## config.mk

```make
export PLATFORM = sky130hd
export DESIGN_NAME = lw_stall_pipe_ctrl
export DESIGN_NICKNAME = d
export VERILOG_FILES = /design/src/rtl/lw_stall_pipe_ctrl.sv
export SDC_FILE = /design/constraint.sdc
export NUM_CORES = 1
export LEC_CHECK = 0
export CAP_MARGIN = 25
export CORE_ASPECT_RATIO = 1.2
export CORE_UTILIZATION = 36
export CTS_CLUSTER_SIZE = 40
export DETAILED_ROUTE_END_ITERATION = 8
export GPL_TIMING_DRIVEN = 0
export PLACE_DENSITY = 0.75
export SETUP_SLACK_MARGIN = 0.15
export SLEW_MARGIN = 20
export SYNTH_ARGS = -nofsm -noshare
export SYNTH_HDL_FRONTEND = slang
export SYNTH_SLANG_ARGS = --single-unit
export TNS_END_PERCENT = 5
```

## constraint.sdc

```tcl
create_clock -name clock -period 0.89 [get_ports clock]
set_input_delay 0.1335 -clock clock [delete_from_list [all_inputs] [get_ports clock]]
set_output_delay 0.1335 -clock clock [all_outputs]
set_load 0.1 [all_outputs]
```

## src/rtl/lw_stall_pipe_ctrl.sv

```systemverilog
// ---------------------------------------------------------------------------
// lw_stall_pipe_ctrl
//
// Controls the F/D and D/X pipeline latches of a 5-stage in-order core.
// On a load-use hazard (stallLW) it freezes the PC and F/D and injects a
// bubble into D/X. On a taken branch/jump resolved in X (flush) it kills
// both F/D and D/X. Priority at every edge is reset > flush > stallLW >
// normal advance.
//
// Optional feature (build macro STALL_COUNT_EN):
//   adds the stall_count output, a saturating count of load-use bubble
//   cycles. Flush bubbles are not counted.
//
// Parameters:
//   NOOP        - instruction word used for injected bubbles
//
// Ports:
//   clock       - rising-edge clock for all state
//   reset       - synchronous active-high reset
//   stallLW     - load-use stall request for the current F/D and D/X contents
//   flush       - taken branch/jump in X; kills F/D and D/X
//   fetch_pc    - PC of the instruction being fetched
//   fetch_insn  - instruction word from imem
//   pc_enable   - PC write enable (combinational; 0 holds the PC)
//   fd_pc       - F/D latch PC
//   fd_insn     - F/D latch instruction
//   dx_pc       - D/X latch PC
//   dx_insn     - D/X latch instruction
//   dx_is_noop  - D/X holds an injected bubble
//   state       - FSM state: RUN=0, HOLD=1, FLUSH=2
//   stall_count - load-use bubble count (STALL_COUNT_EN only)
// ---------------------------------------------------------------------------
module lw_stall_pipe_ctrl #(
    parameter logic [31:0] NOOP = 32'h00000000
) (
    input  logic        clock,
    input  logic        reset,
    input  logic        stallLW,
    input  logic        flush,
    input  logic [31:0] fetch_pc,
    input  logic [31:0] fetch_insn,
    output logic        pc_enable,
    output logic [31:0] fd_pc,
    output logic [31:0] fd_insn,
    output logic [31:0] dx_pc,
    output logic [31:0] dx_insn,
    output logic        dx_is_noop,
    output logic [1:0]  state
`ifdef STALL_COUNT_EN
    ,
    output logic [15:0] stall_count
`endif
);

    typedef enum logic [1:0] {
        ST_RUN     = 2'd0,
        ST_HOLD    = 2'd1,
        ST_FLUSH   = 2'd2,
        ST_ILLEGAL = 2'd3
    } state_e;

    state_e      state_q, state_d;
    logic [31:0] fd_pc_q, fd_pc_d;
    logic [31:0] fd_insn_q, fd_insn_d;
    logic [31:0] dx_pc_q, dx_pc_d;
    logic [31:0] dx_insn_q, dx_insn_d;
    logic        dx_is_noop_q, dx_is_noop_d;

    // A load-use stall only takes effect when no flush is killing the
    // instructions it was raised for.
    logic        stall_eff;
    assign stall_eff = stallLW && !flush;

    // ---------------------------------------------------------------- state
    // NOTE: sequential state uses non-blocking assignments so every register
    // samples pre-edge values, independent of statement order.
    always_ff @(posedge clock) begin
        if (reset) begin
            state_q <= ST_RUN;
        end else begin
            state_q <= state_d;
        end
    end

    // ----------------------------------------------------------- next state
    always_comb begin
        // NOTE: every comb output gets a default first so no path leaves it
        // unassigned, which would otherwise infer a latch.
        state_d = ST_RUN;
        if (flush) begin
            state_d = ST_FLUSH;
        end else if (stallLW) begin
            state_d = ST_HOLD;
        end
        // The unused encoding always recovers to RUN.
        if (state_q == ST_ILLEGAL) begin
            state_d = ST_RUN;
        end
    end

    // -------------------------------------------------------------- outputs
    always_comb begin
        pc_enable    = reset || !stall_eff;
        fd_pc_d      = fd_pc_q;
        fd_insn_d    = fd_insn_q;
        dx_pc_d      = dx_pc_q;
        dx_insn_d    = dx_insn_q;
        dx_is_noop_d = dx_is_noop_q;
        if (flush) begin
            fd_pc_d      = 32'd0;
            fd_insn_d    = NOOP;
            dx_pc_d      = 32'd0;
            dx_insn_d    = NOOP;
            dx_is_noop_d = 1'b1;
        end else if (stallLW) begin
            // F/D holds; the bubble goes into D/X.
            dx_pc_d      = 32'd0;
            dx_insn_d    = NOOP;
            dx_is_noop_d = 1'b1;
        end else begin
            fd_pc_d      = fetch_pc;
            fd_insn_d    = fetch_insn;
            dx_pc_d      = fd_pc_q;
            dx_insn_d    = fd_insn_q;
            dx_is_noop_d = 1'b0;
        end
    end

    always_ff @(posedge clock) begin
        if (reset) begin
            fd_pc_q      <= 32'd0;
            fd_insn_q    <= NOOP;
            dx_pc_q      <= 32'd0;
            dx_insn_q    <= NOOP;
            dx_is_noop_q <= 1'b1;
        end else begin
            fd_pc_q      <= fd_pc_d;
            fd_insn_q    <= fd_insn_d;
            dx_pc_q      <= dx_pc_d;
            dx_insn_q    <= dx_insn_d;
            dx_is_noop_q <= dx_is_noop_d;
        end
    end

    assign fd_pc      = fd_pc_q;
    assign fd_insn    = fd_insn_q;
    assign dx_pc      = dx_pc_q;
    assign dx_insn    = dx_insn_q;
    assign dx_is_noop = dx_is_noop_q;
    assign state      = state_q;

`ifdef STALL_COUNT_EN
    // -------------------------------------------------------- stall counter
    logic [15:0] stall_count_q, stall_count_d;

    always_comb begin
        stall_count_d = stall_count_q;
        if (stall_eff && (stall_count_q != 16'hFFFF)) begin
            stall_count_d = stall_count_q + 16'd1;
        end
    end

    always_ff @(posedge clock) begin
        if (reset) begin
            stall_count_q <= 16'd0;
        end else begin
            stall_count_q <= stall_count_d;
        end
    end

    assign stall_count = stall_count_q;
`endif

endmodule

```

==> flow_summary.ini, run 1 <==
[layout]
multi_input_area_um2 = 1370
nets = 653
fillerInstances = 570
finish.instance_area_um2 = 8740
n_antenna_cell = 0
drive_gt1_share_pct = 56.6
seq_area_um2 = 2880
syn2layout_area_growth_pct = 111

[clock_network]
htree_levels = 4
cts_tree = yes
cts.path.max_buffers = 2
clock_sinks = 131
clkTransAtPathRegs_ns = 0.06
cts_buffers = 17
clkLatencyLatePin_ns = 0.40
clockRootBuffer = clkbuf_16

[placement]
dp_hpwl_um = 7310
gp_congestion = 0.751
port_buffers = 198
place_area_um2 = 6430
dp_slack_ns = -1.30

[floorplan]
initial_core_util_pct = 37.3
die_width_um = 99.9
rows = 42
die_h_um = 119
core_um2 = 11100
die_area_um2 = 11900
io_pins = 200

[setup_path]
path_cells = buf_12
start_kind = flop
crit_fanout = 3
max_stage_delay_ns = 0.37
slowest_stage = dfxtp_2
cp.arrival_ns = 0.96
cp_num_buf_inv = 1
worst_ep_required_time_ns = 0.76
cp_top_family = flip-flops
cp-end-kind = output pin
critical_path_class = reg2out

[grt]
track_usage_pct = 21.4
grt_pass1_vias = 3688
grt-ovfl-total = 0
antenna_found_initial = 0
grt_max_degree = 17
grt_pass1_wl_um = 19300

[drt]
wl_um = 12800
dr.pass1.iters = 4
drt_iter0_markers = 60
via_per_inst = 4.48
vias = 3368
drc_errors = 0
wl_per_cell_um = 17.0
antenna_left = 0

[timing]
finalHoldViolations = 0
fmax_ghz = 0.914
tightest_slew_ns = 0.345
period_share_pct = 123
slew_viol_final = 0
rsz0062_at_grt = true
whs_ns = 0.0825
min_period_ns = 1.09
slew_headroom_pct = 77.0
finalClockSkew_ns = 0.00737
finalWorstSetupSlack_ns = -0.204
setup_viol = 132

[synthesis]
ys.flop_type = dfxtp_1
yosysWarnings = 0
yosysUniqueCellTypes = 13
synth_area_um2 = 4140
synth_common_cells = 131 x dfxtp_1, 65 x nor2_1, 64 x and2_1, 64 x mux2i_1, 12 x buf_6
ys_seq_elements = 131
synth_enable_flop_cells = 0
synth.area.top_cells = dfxtp_1 63%, mux2i_1 15%, and2_1 9.7%
synth_area_per_cell_um2 = 11.7
synth_cells = 353
synth.most_common_cell = dfxtp_1
async_reset_ff_share_pct = 0
synth_top_cell_by_area = dfxtp_1
ys_seq_area_share_pct = 63.3
syn_nets = 421
synth_top_area_share_pct = 63.3

[outcome]
status = finished, violations left
violations = negative setup slack

[power_and_ir_drop]
cellPowerDensity_nw_per_um2 = 1810
vdd_ir_drop_max_uv = 1250
cellInternalPower_uw = 11800
p_switching_uw = 4000
leakage_uw = 0.00368
clkPwrFrac_pct = 47.2
combPwrFrac_pct = 14.4
sw_frac_of_total_pct = 25.3
power_frac_seq_pct = 38.4

[run]
cap_violations = 0

[hold_path]
min_path_type = in2reg
[cells in the final DEF (no fill, tap or decap)]
cell	n
buf_12	134
dfxtp_2	92
nor2_1	64
clkdlybuf4s50_1	64
and2_1	63
mux2i_1	62
dfxtp_4	39
clkbuf_16	19
buf_4	17
buf_6	12
buf_2	3
bufinv_16	3
buf_8	2
clkbuf_8	2
clkinv_4	2
inv_4	2
clkbuf_2	2
nor2_4	1
nand2_8	1
or2_1	1
mux2i_4	1
mux2i_2	1
nor3_4	1
clkbuf_1	1
and2_4	1
nand2_1	1
and3_1	1
and3b_1	1
inv_1	1
inv_6	1
clkinvlp_4	1
clkinv_2	1
[stage by stage]
step / total power, uW / util [%] / std cells / TNS, ns
after detailed placement: 8100 / 58.0 / 705 / -153.73
after floorplan: 7470 / - / 353 / -57.41
after global routing: 16400 / 78.8 / 751 / -27.21
after global placement: 8090 / 58.0 / 705 / -151.76
after CTS: 15900 / 77.4 / 746 / -24.42
final: 15800 / 78.8 / 751 / -22.35
[layout make-up]
cell class	instances	area share (%)
Buffer	22	2.73
Multi-Input combinational cell	199	15.7
Clock inverter	10	1.62
Timing Repair Buffer	213	39.0
Tap cell	154	2.20
Sequential cell	131	33.0
Inverter	1	0.0429
Clock buffer	21	5.75
[kinds of logic (layout without fill, tap and decap cells)]
group	count (synthesis)	after routing	synth area share, %
multiplexers	64	64	15.5
AND/OR/NAND/NOR	135	135	16.7
buffers and inverters	23	267	4.53
flip-flops	131	131	63.3
[final timing paths]
kind,start,end,slack (ns),depth (start not counted)
max,fd_insn[25],fd_insn[25],-0.20,1
min,flush,state[1],0.08,2
max reg2reg,fd_insn[27],fd_insn[27],0.01,3
min reg2reg,fd_insn[17],dx_insn[17],0.49,1
[power groups by stage]
| stage | Combinational, uW | Sequential (uW) | Clock [uW] |
|---|---|---|---|
| after floorplan | 439 | 7030 | 0 |
| after global placement | 1930 | 6160 | 0 |
| after detailed placement | 1940 | 6170 | 0 |
| after CTS | 2230 | 6120 | 7540 |
| after global routing | 2360 | 6080 | 7950 |
| final | 2280 | 6070 | 7460 |
[registers in the layout, summed over array words and instances (netlist names)]
name        flops
fd_insn        32
dx_insn        32
state           2
fd_pc          32
dx_pc          32
dx_is_noop      1
[timing repair]
| item | CTS | global route |
|---|---|---|
| hold buffers | 0 | 0 |
| cloned | 0 | 0 |
| resized for setup | 1300 | 47 |
| pin swaps | 0 | 16 |
| setup endpoints to repair | 262 | 253 |
| buffers inserted | 10 | 5 |
[layer usage]
metal	routed length, um	global-route usage [%]	vias up
met5	0	0	-
met3	892	8.10	26
met1	4440	21.2	1584
met2	7120	39.1	156
li1	-	-	1602
met4	336	9.65	0
(Power assumes the default switching activity.)
==> run 2: changes to the inputs <==
Settings changed: CTS_CLUSTER_DIAMETER from default to 80.
==> results of run 2 <==
The final DEF is identical to that of run 1; final timing and power are the same.
